## src/rtl/note_display_mux.sv

```systemverilog
// note_display_mux: scanned seven-segment note display; blinking cursor digit when SEG_BLINK_EN is defined
module note_display_mux #(
  parameter int NUM_DIGITS   = 4,
  parameter int SCAN_DIV     = 12000,
  parameter int BLANK_CYCLES = 120,
  parameter int BLINK_DIV    = 3000000
) (
  input  logic                                      clk,
  input  logic                                      rst,
  input  logic [4*NUM_DIGITS-1:0]                   notes,
  input  logic                                      load,
  input  logic [(NUM_DIGITS > 1 ? $clog2(NUM_DIGITS) : 1)-1:0] cursor,
  input  logic                                      cursor_valid,
  output logic [NUM_DIGITS-1:0]                     anode_n,
  output logic [6:0]                                seg_data,
  output logic                                      decimal
);
  localparam int CW = NUM_DIGITS > 1 ? $clog2(NUM_DIGITS) : 1;
  localparam int NW = $clog2(SCAN_DIV);
  typedef enum logic {BLANK, DRIVE} state_t;
  state_t state, state_n;
  logic [NW-1:0] cnt, cnt_n;
  logic [CW-1:0] idx, idx_n;
  logic [NUM_DIGITS-1:0][3:0] shadow;
  logic slot_end, hide;
  function automatic logic [7:0] decode(input logic [3:0] c);
    case (c)
      4'd1:    decode = 8'h39;
      4'd2:    decode = 8'h5E;
      4'd3:    decode = 8'h79;
      4'd4:    decode = 8'h71;
      4'd5:    decode = 8'h6F;
      4'd6:    decode = 8'h77;
      4'd7:    decode = 8'h7C;
      4'd8:    decode = 8'hB9;
      default: decode = 8'h00;
    endcase
  endfunction
  always_comb begin
    slot_end = cnt == NW'(SCAN_DIV - 1);
    cnt_n    = slot_end ? '0 : cnt + 1'b1;
    idx_n    = !slot_end ? idx : (idx == CW'(NUM_DIGITS - 1)) ? '0 : idx + 1'b1;
    state_n  = slot_end ? BLANK : (state == BLANK && cnt_n == NW'(BLANK_CYCLES)) ? DRIVE : state;
  end
`ifdef SEG_BLINK_EN
  localparam int BW = BLINK_DIV > 1 ? $clog2(BLINK_DIV) : 1;
  logic [BW-1:0] bcnt;
  logic hidden, bwrap;
  assign bwrap = bcnt == BW'(BLINK_DIV - 1);
  // hidden phase is looked ahead one edge so it lines up with the registered outputs
  assign hide = (hidden ^ bwrap) && cursor_valid && cursor == idx_n;
  always_ff @(posedge clk) begin
    if (rst) begin
      bcnt   <= '0;
      hidden <= 1'b0;
    end else begin
      bcnt   <= bwrap ? '0 : bcnt + 1'b1;
      hidden <= hidden ^ bwrap;
    end
  end
`else
  logic unused_cursor;
  assign unused_cursor = ^{cursor, cursor_valid};
  assign hide = 1'b0;
`endif
  always_ff @(posedge clk) begin
    if (rst) begin
      shadow   <= '0;
      cnt      <= '0;
      idx      <= '0;
      state    <= BLANK;
      anode_n  <= '1;
      seg_data <= '0;
      decimal  <= 1'b0;
    end else begin
      shadow   <= load ? notes : shadow;
      cnt      <= cnt_n;
      idx      <= idx_n;
      state    <= state_n;
      anode_n  <= state_n == DRIVE ? ~(NUM_DIGITS'(1) << idx_n) : '1;
      {decimal, seg_data} <= (state_n == DRIVE && !hide) ? decode(shadow[idx_n]) : 8'h00;
    end
  end
endmodule
```

## config.mk

```make
export PLATFORM = sky130hd
export DESIGN_NAME = note_display_mux
export DESIGN_NICKNAME = d
export VERILOG_FILES = /design/src/rtl/note_display_mux.sv
export SDC_FILE = /design/constraint.sdc
export NUM_CORES = 1
export LEC_CHECK = 0
export ABC_AREA = 1
export BUFFER_PORTS_ARGS = -buffer_cell sky130_fd_sc_hd__buf_2
export CAP_MARGIN = 20
export CORE_ASPECT_RATIO = 1.2
export CORE_MARGIN = 1.5
export CORE_UTILIZATION = 55
export CTS_CLUSTER_DIAMETER = 50
export DETAILED_ROUTE_END_ITERATION = 12
export HOLD_SLACK_MARGIN = 0.06
export PLACE_DENSITY_LB_ADDON = 0.15
export SYNTH_ARGS = -nofsm -noshare
export SYNTH_HDL_FRONTEND = slang
export SYNTH_SLANG_ARGS = --single-unit
```

## constraint.sdc

```tcl
create_clock -name clk -period 4 [get_ports clk]
set_input_delay 0.8 -clock clk [delete_from_list [all_inputs] [get_ports clk]]
set_output_delay 0.8 -clock clk [all_outputs]
set_load 0.005 [all_outputs]
```

==> results of run 1 <==
[cells by family (layout without fill, tap and decap cells)]
kind of cell	Yosys count	count (layout)	share of synthesized area, %
and+or+nand+nor	222	222	42.1
DFF	45	45	39.3
buffers and inverters	40	70	7.21
AOI/OAI and AO/OA	24	24	5.96
adders and majority gates	7	7	3.82
xor gates and xnor gates	4	4	1.53
[cells in the mapped netlist (all sizes together) (2+ instances only)]
library cell    n  share of area, %
nor3            2              0.44
clkbuf          6              0.98
nand3b          2              0.66
buf             2              0.98
nand2         136                23
a21oi          19               4.6
ha              7               3.8
nand4           3               1.1
xor2            3               1.1
o21ai           3              0.66
nand3          26               6.1
inv            31               5.1
dfxtp          45                39
o21bai          2              0.66
nor2           53                10
[routing by layer]
metal	global-route usage, %	part of all wire (%)
met1	26.1	44
met2	40.7	50
met3	5.11	2.9
met4	9.22	2.3
met5	0	0
[critical path, cell delays in order, from the launching register on]
cell	delay, ns
dfxtp_1	0.38
ha_1	0.22
nand2_2	0.11
inv_2	0.07
nand2_1	0.06
nor2_1	0.15
nand2_1	0.12
nand2_1	0.07
nand2_1	0.23
nor2_1	0.21
nand2_1	0.10
nand4_2	0.15
inv_1	0.09
ha_1	0.17
nand3b_1	0.17
nand2_1	0.08
nand2_1	0.05
a21oi_1	0.11
[state kept, by name, summed over array words and instances (netlist names)]
name / cells
anode_n: 4
state: 1
decimal: 1
idx: 2
cnt: 14
seg_data: 7
shadow: 16
[per-stage QoR]
stage / instances / hold slack, ns / util, % / area (um2) / total power (uW)
2_1_floorplan: 342 / 0.430 / - / 2290 / 519
3_3_place_gp: 418 / 0.446 / 62.0 / 2460 / 535
3_5_place_dp: 418 / 0.455 / 62.0 / 2460 / 537
4_1_cts: 426 / 0.468 / 64.2 / 2550 / 810
5_1_grt: 426 / 0.486 / 64.2 / 2550 / 837
6_report: 426 / 0.466 / 64.2 / 2550 / 800
[power breakdown]
group	internal [uW]	switching, uW
Sequential	459	7.84
Combinational	23.9	35.4
Clock	121	153
Total	603	196
[worst paths after layout]
kind / startpoint / end / slack, ns
hold reg to reg: shadow[9] / shadow[9] / 0.47
setup reg to reg: cnt[0] / seg_data[3] / 1.40
setup / recovery: cnt[0] / seg_data[3] / 1.40
hold / removal: shadow[9] / shadow[9] / 0.47
[cell type report]
class,count,share of cell area (%)
inverters,32,4.71
multi-input cells,257,48.0
flip-flops and latches,45,35.3
well taps,54,2.65
clock inverters,3,0.687
clock buffers,5,2.70
repair buffers,30,5.89
==> results.json, run 1 <==
{
  "multi_input_area_um2": 1220,
  "cts_sinks": 45,
  "initial_core_util_pct": 57.6,
  "numCtsBuffers": 5,
  "drive_gt1_share_pct": 17.2,
  "postSynth.asyncResetShare_pct": 0,
  "cts-htree-levels": 2,
  "grt_pass1_vias": 1945,
  "routed_wirelength_um": 4600,
  "ir_worst_vdd_v": 0.000241,
  "fp.dieW_um": 61.9,
  "io_pins": 34,
  "fin_skew_ns": 0.00570,
  "critPathArrivalTime_ns": 2.84,
  "critPathMaxFanout": 12,
  "hold_depth": 2,
  "antenna_cells": 0,
  "drt-initial-drc-count": 121,
  "synthFlopType": "dfxtp_1",
  "rows": 25,
  "grt_start_max_net_pins": 31,
  "via_per_inst": 4.85,
  "cts-root-buf": "clkbuf_8",
  "criticalPathCategory": "flip-flop to flip-flop",
  "gr-total-overflow": 0,
  "synth_fp_nets": 371,
  "cts.hold.buffers_added": 0,
  "first_pass_iters": 4,
  "syn_inst": 342,
  "reg2reg_depth": 17,
  "endpoint_kind": "flip-flop",
  "grt_use_total_pct": 23.1,
  "clk_pin_slew_ns": 0.08,
  "start_kind": "flip-flop",
  "period_share_pct": 65.1,
  "dp_hpwl_um": 3490,
  "die-area_um2": 4560,
  "leakage_uw": 0.00115,
  "coreArea_um2": 3970,
  "postCtsSetupRepairBufs": 0,
  "fp.dieH_um": 73.7,
  "cts_buffer_depth": 2,
  "synth_warnings": 0,
  "layout_commonest_cell": "nand2_1",
  "outcome": "completed",
  "power.density_nw_per_um2": 314,
  "antenna_found_initial": 0,
  "synthesis.area_um2": 2290,
  "ant_nets": 0,
  "place_ws_ns": 1.41,
  "fill_cells": 391,
  "slew_headroom_pct": 63.0,
  "cp.required_ns": 4.24,
  "synth-edff-count": 0,
  "report.final.slew_viol_count": 0,
  "avgRoutedWirePerCell_um": 10.8,
  "gp_congestion": 0.856,
  "vias": 2067,
  "portBuffers": 30,
  "synth.distinct_cells": 25,
  "ys_ff_latch": 45,
  "max-cap-violations": 0,
  "fin_crit_ns": 2.60,
  "ys_seq_area_share_pct": 39.3,
  "hold_path.class": "flip-flop to flip-flop",
  "drc": 0,
  "register_area_um2": 901,
  "worst_pin_slew_ns": 0.554,
  "cts_tree": "built",
  "timing.setup.tns_ns": 0,
  "grt_pass1_wl_um": 7960,
  "setup_violations": 0,
  "cts_resized": 0,
  "finalHoldViolCount": 0,
  "rsz0062_at_grt": "no",
  "clock_latency_ns": 0.30,
  "syn2layout_area_growth_pct": 11.3,
  "syn-mean-instance-area_um2": 6.70,
  "finalWorstSetupSlack_ns": 1.40,
  "layout_common_cells": "nand2_1, nor2_1, dfxtp_1",
  "nets": 400,
  "fmax_ghz": 0.384
}
Note: power is estimated with default switching activity, not from simulation.
==> inputs of run 2 (changes only) <==
Clock period 4 ns to 2.6 ns, I/O delays scaled along.
==> run 2 against run 1 <==
Against the previous run:
- non-clock buffer count grew 4
- utilization grew 2.6 points
- combinational power grew 55%
- sequential power grew 54%
- first-iteration DRC count shrank 23%
- fmax grew 13%
- setup slack lost 1.1 ns
- design area grew 4.0%
- power grew 79%
- via count grew 0.44%
- global-route usage shrank 0.74 points
- critical endpoint is now seg_data[4]
==> results.json, run 2 (synthesized netlist as in run 1, its figures left out) <==
{
  "outcome": "completed",
  "crit_chain": "ha_2, nand2_2, nor2_4, nand2_2, o21ai_1, nand2_2, nor2_2, nand2_1, nand4_2, inv_1, ha_1, nand3b_1, nand2_1, nand2_1, a21oi_1",
  "routed_wirelength_um": 4550,
  "max-cap-violations": 0,
  "rsz0062_at_grt": "no",
  "clkPwrFrac_pct": 43.4,
  "grt_use_total_pct": 22.3,
  "grt_pass1_wl_um": 7600,
  "via_per_inst": 4.83,
  "io_pins": 34,
  "pwr-share-comb_pct": 6.4,
  "fin_skew_ns": 0.00404,
  "place_ws_ns": 0.153,
  "p_sw_share_pct": 21.4,
  "finalWorstSetupSlack_ns": 0.304,
  "gr-total-overflow": 0,
  "critPathMaxFanout": 10,
  "start_kind": "flip-flop",
  "drc": 0,
  "dp_hpwl_um": 3500,
  "cp.required_ns": 2.84,
  "cts-htree-levels": 2,
  "whs_endpoint": "cnt[0]",
  "regMostFlops": "shadow",
  "cts_tree": "built",
  "crit_path_max_incr_delay_ns": 0.36,
  "switchingPower_uw": 306,
  "clk_pin_slew_ns": 0.08,
  "power_uw": 1430,
  "reg_top3": "shadow x16, cnt x14, seg_data x7",
  "numCtsBuffers": 5,
  "report.final.slew_viol_count": 0,
  "first_pass_iters": 4,
  "dpl_cell_area_um2": 2490,
  "period_share_pct": 88.3,
  "layout_common_cells": "nand2_1, dfxtp_1, nor2_1",
  "coreArea_um2": 3970,
  "reg2reg_from": "cnt[0]",
  "crit_family": "simple AND/OR/NAND/NOR gates",
  "register_area_um2": 902,
  "p_int_uw": 1130,
  "antenna_found_initial": 0,
  "gp_congestion": 0.849,
  "die-area_um2": 4560,
  "hp-start": "cnt[0]",
  "nets": 404,
  "drive_gt1_share_pct": 20.2,
  "cts-root-buf": "clkbuf_8",
  "fp.dieH_um": 73.7,
  "ir_worst_vdd_v": 0.000526,
  "finalHoldViolCount": 0,
  "whs_ns": 0.439,
  "cpMaxStageDelayCell": "dfxtp_2",
  "fin_crit_ns": 2.30,
  "hold_path.class": "flip-flop to flip-flop",
  "syn2layout_area_growth_pct": 15.7,
  "endpoint_kind": "flip-flop",
  "reg2reg_depth": 15,
  "fin_area_um2": 2650,
  "cts_buffer_depth": 2,
  "drt-initial-drc-count": 93,
  "vias": 2076,
  "power.density_nw_per_um2": 540,
  "postCtsSetupRepairBufs": 0,
  "antenna_cells": 0,
  "path_buf_inv": 1,
  "critPathArrivalTime_ns": 2.54,
  "rows": 25,
  "r2r_end": "seg_data[4]",
  "multi_input_area_um2": 1250,
  "grt_pass1_vias": 1928,
  "setup_violations": 0,
  "slew_headroom_pct": 62.3,
  "crit_start": "cnt[0]",
  "leakage_uw": 0.00119,
  "p_seq_share_pct": 50.2,
  "hold_depth": 1,
  "ant_nets": 0,
  "clock_latency_ns": 0.30,
  "criticalPathCategory": "flip-flop to flip-flop",
  "portBuffers": 30,
  "worst_pin_slew_ns": 0.566,
  "initial_core_util_pct": 57.6,
  "fmax_ghz": 0.435,
  "timing.setup.tns_ns": 0,
  "rrSetupSlack_ns": 0.30,
  "layout_commonest_cell": "nand2_1",
  "grt_start_max_net_pins": 31,
  "fp.dieW_um": 61.9,
  "fill_cells": 382,
  "cts_sinks": 45,
  "largest_reg_flops": 16,
  "avgRoutedWirePerCell_um": 10.6
}
[run 2: worst register-to-register path, cell delays in order, from the launching register on]
cell and delay (ns):
dfxtp_2 0.36, ha_2 0.20, nand2_2 0.10, nor2_4 0.15
nand2_2 0.09, o21ai_1 0.15, nand2_2 0.16, nor2_2 0.20
nand2_1 0.08, nand4_2 0.10, inv_1 0.07, ha_1 0.17
nand3b_1 0.17, nand2_1 0.08, nand2_1 0.05, a21oi_1 0.11
[run 2: layer usage]
metal,track usage (%),wire (um)
met1,23.8,1980
met3,4.93,133
met5,0,0
met2,39.9,2290
met4,11.1,154
[run 2: power groups by stage]
stage	registers [uW]	logic [uW]	clock network, uW
after floorplan	731	66.8	0
after global placement	734	90.4	0
after detailed placement	735	91.8	0
after CTS	719	92.3	632
after global routing	721	107	655
final	719	91.8	621
[run 2: area by class of cell]
class                      instances  share of cell area, %
clock inverter                     3                   2.46
clock buffer                       5                   2.60
multi-input combinational        257                   47.0
sequential                        45                   34.0
tap                               54                   2.55
timing repair buffer              34                   6.80
inverter                          32                   4.53
[run 2: worst max path at each step]
stage | slack [ns] | depth (start not counted) | to
after global routing | 0.04 | 17 | seg_data[4]
after floorplan | 0.40 | 18 | seg_data[3]
final | 0.30 | 15 | seg_data[4]
after CTS | 0.13 | 17 | seg_data[4]
after global placement | 0.20 | 17 | seg_data[4]
after detailed placement | 0.15 | 17 | seg_data[4]
[run 2: repair_timing]
action | 4_1_cts | 5_1_grt
endpoints found under the hold margin | 0 | 0
hold buffers | 0 | 0
resized for setup | 0 | 9
endpoints found under the setup margin | 0 | 6
[run 2: metrics by stage]
step	util, %	std cells
6_report	66.7	430
5_1_grt	66.7	430
4_1_cts	66.1	430
3_5_place_dp	62.7	422
3_3_place_gp	62.7	422
2_1_floorplan	-	342
